<file path="src/rtl/iterative_divider.sv">
`default_nettype none
// ============================================================================
// Module   : iterative_divider
// Purpose  : Radix-2 restoring divider, signed/unsigned, one quotient bit per
//            cycle, with request/result valid-ready handshakes and flush.
// Revision : 1.0 - initial release
// ============================================================================
module iterative_divider #(
  parameter int WIDTH = 32
) (
  input  logic             div_clk,
  input  logic             resetn,
  input  logic             div_valid,
  output logic             div_ready,
  input  logic             div_signed,
  input  logic [WIDTH-1:0] x,
  input  logic [WIDTH-1:0] y,
  input  logic             flush,
  output logic             out_valid,
  input  logic             out_ready,
  output logic [WIDTH-1:0] s,
  output logic [WIDTH-1:0] r,
  output logic             div_by_zero
);

  localparam int CW = (WIDTH > 1) ? $clog2(WIDTH) : 1;
  localparam logic [CW-1:0] LAST_STEP = CW'(WIDTH - 1);

  localparam logic [1:0] IDLE = 2'd0;
  localparam logic [1:0] RUN  = 2'd1;
  localparam logic [1:0] SIGN = 2'd2;
  localparam logic [1:0] DONE = 2'd3;

  logic [1:0]       state;
  logic [CW-1:0]    count;
  // Dividend magnitude shifts out of the top while quotient bits shift in
  // at the bottom, so one register serves both.
  logic [WIDTH-1:0] dq;
  logic [WIDTH-1:0] dvsr;
  logic [WIDTH-1:0] rem;
  logic [WIDTH-1:0] x_orig;
  logic             q_neg;
  logic             r_neg;
  logic             zero;

  logic [WIDTH-1:0] x_mag;
  logic [WIDTH-1:0] y_mag;
  logic [WIDTH:0]   trial;
  logic [WIDTH-1:0] q_fin;
  logic [WIDTH-1:0] r_fin;

  assign div_ready = (state == IDLE);

  // Operand magnitudes: negate only signed operands whose MSB is set.
  assign x_mag = (div_signed && x[WIDTH-1]) ? -x : x;
  assign y_mag = (div_signed && y[WIDTH-1]) ? -y : y;

  // Shift next dividend bit into the partial remainder and trial-subtract;
  // the extra top bit is the borrow that decides restore vs keep.
  assign trial = {rem, dq[WIDTH-1]} - {1'b0, dvsr};

  // Sign correction, modulo 2^WIDTH (so -2^(W-1)/-1 wraps naturally).
  assign q_fin = q_neg ? -dq  : dq;
  assign r_fin = r_neg ? -rem : rem;

  // Control FSM and iteration datapath.
  always_ff @(posedge div_clk or negedge resetn) begin
    if (!resetn) begin
      state  <= IDLE;
      count  <= '0;
      dq     <= '0;
      dvsr   <= '0;
      rem    <= '0;
      x_orig <= '0;
      q_neg  <= 1'b0;
      r_neg  <= 1'b0;
      zero   <= 1'b0;
    end else if (flush) begin
      state <= IDLE;
    end else begin
      case (state)
        IDLE: begin
          if (div_valid) begin
            dq     <= x_mag;
            dvsr   <= y_mag;
            x_orig <= x;
            q_neg  <= div_signed & (x[WIDTH-1] ^ y[WIDTH-1]);
            r_neg  <= div_signed & x[WIDTH-1];
            zero   <= (y == '0);
            rem    <= '0;
            count  <= '0;
            state  <= RUN;
          end
        end
        RUN: begin
          if (!trial[WIDTH]) begin
            rem <= trial[WIDTH-1:0];
            dq  <= {dq[WIDTH-2:0], 1'b1};
          end else begin
            rem <= {rem[WIDTH-2:0], dq[WIDTH-1]};
            dq  <= {dq[WIDTH-2:0], 1'b0};
          end
          count <= count + 1'b1;
          if (count == LAST_STEP) begin
            state <= SIGN;
          end
        end
        SIGN: begin
          state <= DONE;
        end
        DONE: begin
          if (out_ready) begin
            state <= IDLE;
          end
        end
        default: begin
          state <= IDLE;
        end
      endcase
    end
  end

  // Result registers: loaded once in SIGN, held through DONE; flush only
  // drops the valid flag so s/r keep their last values.
  always_ff @(posedge div_clk or negedge resetn) begin
    if (!resetn) begin
      out_valid   <= 1'b0;
      s           <= '0;
      r           <= '0;
      div_by_zero <= 1'b0;
    end else if (flush) begin
      out_valid <= 1'b0;
    end else if (state == SIGN) begin
      s           <= zero ? '1 : q_fin;
      r           <= zero ? x_orig : r_fin;
      div_by_zero <= zero;
      out_valid   <= 1'b1;
    end else if ((state == DONE) && out_ready) begin
      out_valid <= 1'b0;
    end
  end

endmodule
`default_nettype wire
</file>
<file path="config.mk">
export PLATFORM = sky130hd
export DESIGN_NAME = iterative_divider
export DESIGN_NICKNAME = d
export VERILOG_FILES = /design/src/rtl/iterative_divider.sv
export SDC_FILE = /design/constraint.sdc
export NUM_CORES = 1
export LEC_CHECK = 0
export BUFFER_PORTS_ARGS = -buffer_cell sky130_fd_sc_hd__buf_2
export CORE_UTILIZATION = 30
export DETAILED_ROUTE_END_ITERATION = 7
export PLACE_DENSITY = 0.5
export SKIP_LAST_GASP = 1
export SLEW_MARGIN = 20
export SYNTH_ARGS = -nofsm -noshare
export SYNTH_HDL_FRONTEND = slang
export SYNTH_SLANG_ARGS = --single-unit
</file>
<file path="constraint.sdc">
create_clock -name div_clk -period 8.5 [get_ports div_clk]
set_input_delay 0 -clock div_clk [delete_from_list [all_inputs] [get_ports div_clk]]
set_output_delay 0 -clock div_clk [all_outputs]
set_load 0.005 [all_outputs]
</file>
---- Yosys cells after proc, flatten, opt, wreduce, memory -nomap -nowiden ----
Cells that the tools add are included.
operators by class
  muxes and demuxes ....................... 22
  bitwise operators ....................... 4
  reductions and logical operators ........ 11
  add/sub/neg operators ................... 6
  eq/ne operators ......................... 8
operators with widths
  operator                                                                 count
  32-bit two-way mux                                                       9
  32-bit negation                                                          4
  32-bit one-hot mux with 2 select lines                                   2
  33-bit by 32-bit subtractor with 33-bit output                           1
  32-bit zero test                                                         1
  5-bit one-hot mux with 2 select lines                                    1
  3-bit AND reduction                                                      3
  2-bit two-way mux                                                        4
  2-bit one-hot mux with 4 select lines                                    1
  3-bit inequality test, second input constant                             2
  5-bit by 1-bit adder with 5-bit output, second input constant            1
  5-bit == test, second input constant                                     1
  5-bit two-way mux                                                        1
  2-bit == test, second input constant                                     2
  1-bit two-way mux                                                        4
  1-bit logical AND                                                        3
  3-bit by 2-bit inequality test with 1-bit output, second input constant  1
  3-bit nonzero test                                                       1
  1-bit AND                                                                2
  2-bit by 1-bit == test with 1-bit output, second input constant          1
  2-bit zero test                                                          1
  2-bit inequality test, second input constant                             1
  2-bit AND reduction                                                      1
  2-bit nonzero test                                                       1
  other kinds (2)                                                          2
word-level totals
  output and inout bits ................... 67
  word-level logic and storage cells ...... 64
  input port bits ......................... 70
  flip-flop bits (word level) ............. 204

---- Logic depth before layout (Yosys ltp) ----
  depth in word-level cells ............... 5
  mapped depth ............................ 14
  mapped depth without buffers ............ 12

---- Worst setup path before layout ----
OpenSTA, ideal clock, no wires.
  kind .................................... register to register
  start point ............................. register dq[31]
  end point ............................... register rem[30]
  period minus slack after synthesis ...... 3.113 ns
  setup time .............................. 0.082 ns
  required time ........................... 8.418 ns
  buffers on the path ..................... 2
  cell stages (with the launch flop) ...... 15
  arrival ................................. 3.031 ns
  slack ................................... 5.387 ns
  cells stage by stage .................... dfrtp_1 -> inv_1 -> ha_1 -> fa_1 -> nor2b_1 -> o21ai_0 -> a21oi_1 -> o211a_1 -> o2111ai_1 -> and4_1 -> clkbuf_1 -> or2_1 -> buf_2 -> a2111o_1 -> a31oi_1
between the ends
  longest elaborated chain between the ends .. 3
RTL lines
  element                                         RTL line  source
  start: declaration                              38        logic [WIDTH-1:0] dq;
  start signal: assignment                        84        dq <= x_mag;
  start signal: assignment                        98        dq <= {dq[WIDTH-2:0], 1'b1};
  start signal: assignment                        101       dq <= {dq[WIDTH-2:0], 1'b0};
  33-bit by 32-bit subtractor with 33-bit output  60        assign trial = {rem, dq[WIDTH-1]} - {1'b0, dvsr};
  32-bit two-way mux                              96        if (!trial[WIDTH]) begin
  32-bit one-hot mux with 2 select lines          81        case (state)
  end signal: assignment                          97        rem <= trial[WIDTH-1:0];
  end signal: assignment                          100       rem <= {rem[WIDTH-2:0], dq[WIDTH-1]};
  end: declaration                                40        logic [WIDTH-1:0] rem;
No other way between the ends.
A chain may end at the register's enable or synchronous reset.

---- Final worst setup path ----
  start point ............................. register dq[31]
  end point ............................... register rem[29]
Same word-level chain as after synthesis.

==> flow_metrics.py <==
metrics = {
    "synth": {
        "synth_fp_nets": 1577,
        "async_reset_ff_share_pct": 100,
        "yosysSeqAreaShare_pct": 40.1,
        "ys.flop_type": "dfrtp_1",
        "synthTopCellsByArea": "dfrtp_1, xor2_1, o21ai_0, a21oi_1, nand2_1",
        "synth_cells": 1464,
        "synth.avg_cell_area_um2": 8.69,
        "synth.top_cell.area_share_pct": 40.1,
        "synth-edff-count": 0,
        "ys_types": 72,
        "yosys.area.top_type": "dfrtp_1",
        "synth-seq-cells": 204,
        "netlist_area_um2": 12700,
        "synth_warnings": 0,
    },
    "drt": {
        "vias": 11000,
        "ant_nets": 0,
        "drt_first_pass_iters": 6,
        "first_iter_violations": 630,
        "drc": 0,
        "wl_per_cell_um": 16.7,
        "wl_mm": 36.7,
        "vias_per_cell": 5.00,
    },
    "clocking": {
        "cts_hold_buf": 83,
        "clk_path_buf_depth": 3,
        "cts_tree": "built",
        "cts_setup_buffers": 0,
        "cts_made_buffers": 25,
        "clk_transition_reported_paths_ns": 0.06,
        "insertion_delay_ns": 0.54,
        "cts_htree_levels": 1,
        "cts.sinks": 204,
        "cts_resized": 0,
        "root_buffer": "clkbuf_16",
    },
    "global_routing": {
        "grt_pass1_vias": 10700,
        "grt_usage_pct": 16.9,
        "grt_overflow_total": 0,
        "grt_max_degree": 84,
        "antenna_found_initial": 0,
        "grt_pass1_wl_mm": 59.4,
    },
    "final_layout": {
        "final_common_cell": "dfrtp_1",
        "fin_util_pct": 36.9,
        "final_cell_mix": "dfrtp_1, nand2_1, o21ai_0",
        "final_layout_size_suffix_gt1_share_pct": 14.3,
        "nets": 1757,
        "antennaDiodeCount": 0,
        "syn2layout_area_growth_pct": 21.5,
        "fin_cells": 2201,
    },
    "die": {
        "rows": 75,
        "die_w_um": 208,
        "initial_core_util_pct": 30.4,
        "dieHeight_um": 208,
        "boundaryPins": 137,
        "coreArea_um2": 41900,
        "die_area_um2": 43200,
    },
    "placement": {
        "dp.cells": 2073,
        "dp_hpwl_mm": 26.6,
        "gp_congestion": 0.863,
        "io_buffers": 136,
    },
    "critical_path": {
        "arrival_ns": 4.20,
        "cp_top_family": "simple AND/OR/NAND/NOR gates",
        "worstPathCellList": "inv_1, ha_1, fa_1, nor2b_1, o21ai_0, a21oi_1, o211a_1, o2111ai_1, and4_1, nor2_4, nand2_1, o21ai_0",
        "worstSetupStartpointType": "register",
        "max_stage_delay_ns": 0.76,
        "cp.required_ns": 8.96,
        "cp_common_cell": "o21ai_0",
        "slowest_stage": "nor2_4",
        "critPathKind": "reg2reg",
        "path_buf_inv": 1,
        "critPathMaxFanout": 28,
        "worstSetupEndpointType": "register",
    },
    "min_path": {
        "hold_class": "in2async",
    },
    "job": {
        "maxCapViolCount": 0,
    },
    "power": {
        "power_leakage_nw": 6.90,
        "powerDensity_nw_per_um2": 383,
        "power_frac_clock_pct": 17.5,
        "ir_drop_uv": 164,
        "p_sw_share_pct": 43.6,
        "seqPwrFrac_pct": 31.3,
        "combPwrFrac_pct": 51.1,
        "p_int_w": 0.00334,
        "p_switching_w": 0.00258,
    },
    "sta": {
        "period_share_pct": 44.1,
        "setup_viol": 0,
        "min_period_ns": 3.75,
        "fmax_mhz": 267,
        "finalHoldViolCount": 0,
        "tightest_slew_ns": 1.16,
        "rsz0062_at_grt": "no",
        "timing.setup.tns_ns": 0,
        "slew_violations": 0,
        "slew_headroom_pct": 22.8,
        "fin_worst_skew_ns": 0.0181,
    },
    "status": {
        "status": "complete, no violations",
    },
}
## sequential cells by signal, summed over array words and instances (netlist names)
name and cells:
s 32, dq 32, rem 32, out_valid 1, state 2, div_by_zero 1, r 32, dvsr 32
zero 1, r_neg 1, x_orig 32, q_neg 1, count 5
## synthesized netlist by cell type (all sizes together), types with 4 or more instances
cell type and instances:
dfrtp 204, nand2 176, o21ai 152, a21oi 146, nor2 135, xor2 86
clkbuf 70, inv 63, xnor2 59, ha 42, mux2i 30, mux2 28
o31ai 27, o22ai 24, nor3 20, nor4 16, a21o 15, o41ai 15
or4 15, nand3 14, nor2b 11, or3 11, nand2b 10, a22oi 8
and2 8, buf 7, nand4 7, a31oi 6, and3 4, o211ai 4
or2 4
## worst register-to-register path, stage by stage, from the launching register on
cell       delay [ns]
dfrtp_1          0.32
inv_1            0.11
ha_1             0.26
fa_1             0.38
nor2b_1          0.20
o21ai_0          0.15
a21oi_1          0.27
o211a_1          0.26
o2111ai_1        0.15
and4_1           0.33
nor2_4           0.76
nand2_1          0.24
o21ai_0          0.23
## kinds of logic after synthesis
family,Yosys count,synth area share (%)
muxes,58,4.84
adders and majority gates,43,4.29
buffers and inverters,140,4.67
DFF,204,40.1
AOI/OAI and AO/OA,434,20.2
and+or+nand+nor,440,15.9
xor gates and xnor gates,145,9.98
## final timing paths
check,start,to,slack [ns],cells past startpoint
worst min register to register,r[20],r[20],0.48,2
worst max-delay path,dq[31],rem[29],4.75,12
worst max register to register,dq[31],rem[29],4.75,12
min in group div_clk,flush,out_valid,0.29,3
worst min-delay path,resetn,s[26],0.08,2
max in group asynchronous,resetn,r[2],6.95,3
## power groups by stage
| stage | Sequential, W | Combinational (W) | Clock (W) |
|---|---|---|---|
| 6_report | 0.00185 | 0.00303 | 0.00104 |
| 5_1_grt | 0.00193 | 0.00341 | 0.00111 |
| 4_1_cts | 0.00186 | 0.00305 | 0.00107 |
| 3_5_place_dp | 0.00187 | 0.00299 | 0 |
| 3_3_place_gp | 0.00185 | 0.00298 | 0 |
| 2_1_floorplan | 0.00171 | 0.00227 | 0 |
## per-stage QoR
step	total power, W	hold slack [ns]	area [um^2]	worst slack [ns]
final	0.00592	0.0770	15500	4.75
after detailed placement	0.00486	0.109	13800	4.73
after CTS	0.00597	0.0913	15500	4.71
after global placement	0.00483	0.107	13800	4.80
after global routing	0.00645	0.153	15500	4.33
after floorplan	0.00398	-0.296	12700	5.39
## layout make-up
type | count | area (um^2)
fillers | 4309 | 26400
multi-input cells | 1120 | 7040
flip-flops and latches | 204 | 5110
repair buffers | 230 | 1600
clock buffers | 40 | 762
well taps | 539 | 674
inverters | 63 | 236
clock inverters | 5 | 32.5
## layer usage
| layer | vias up | GRT usage [%] | wire [um] |
|---|---|---|---|
| met4 | 0 | 3.68 | 544 |
| met2 | 204 | 27.5 | 16900 |
| met1 | 5262 | 24.1 | 17900 |
| met3 | 33 | 1.98 | 1380 |
| met5 | - | 0 | 0 |
| li1 | 5503 | - | - |
Note: power is estimated with default switching activity, not from simulation.
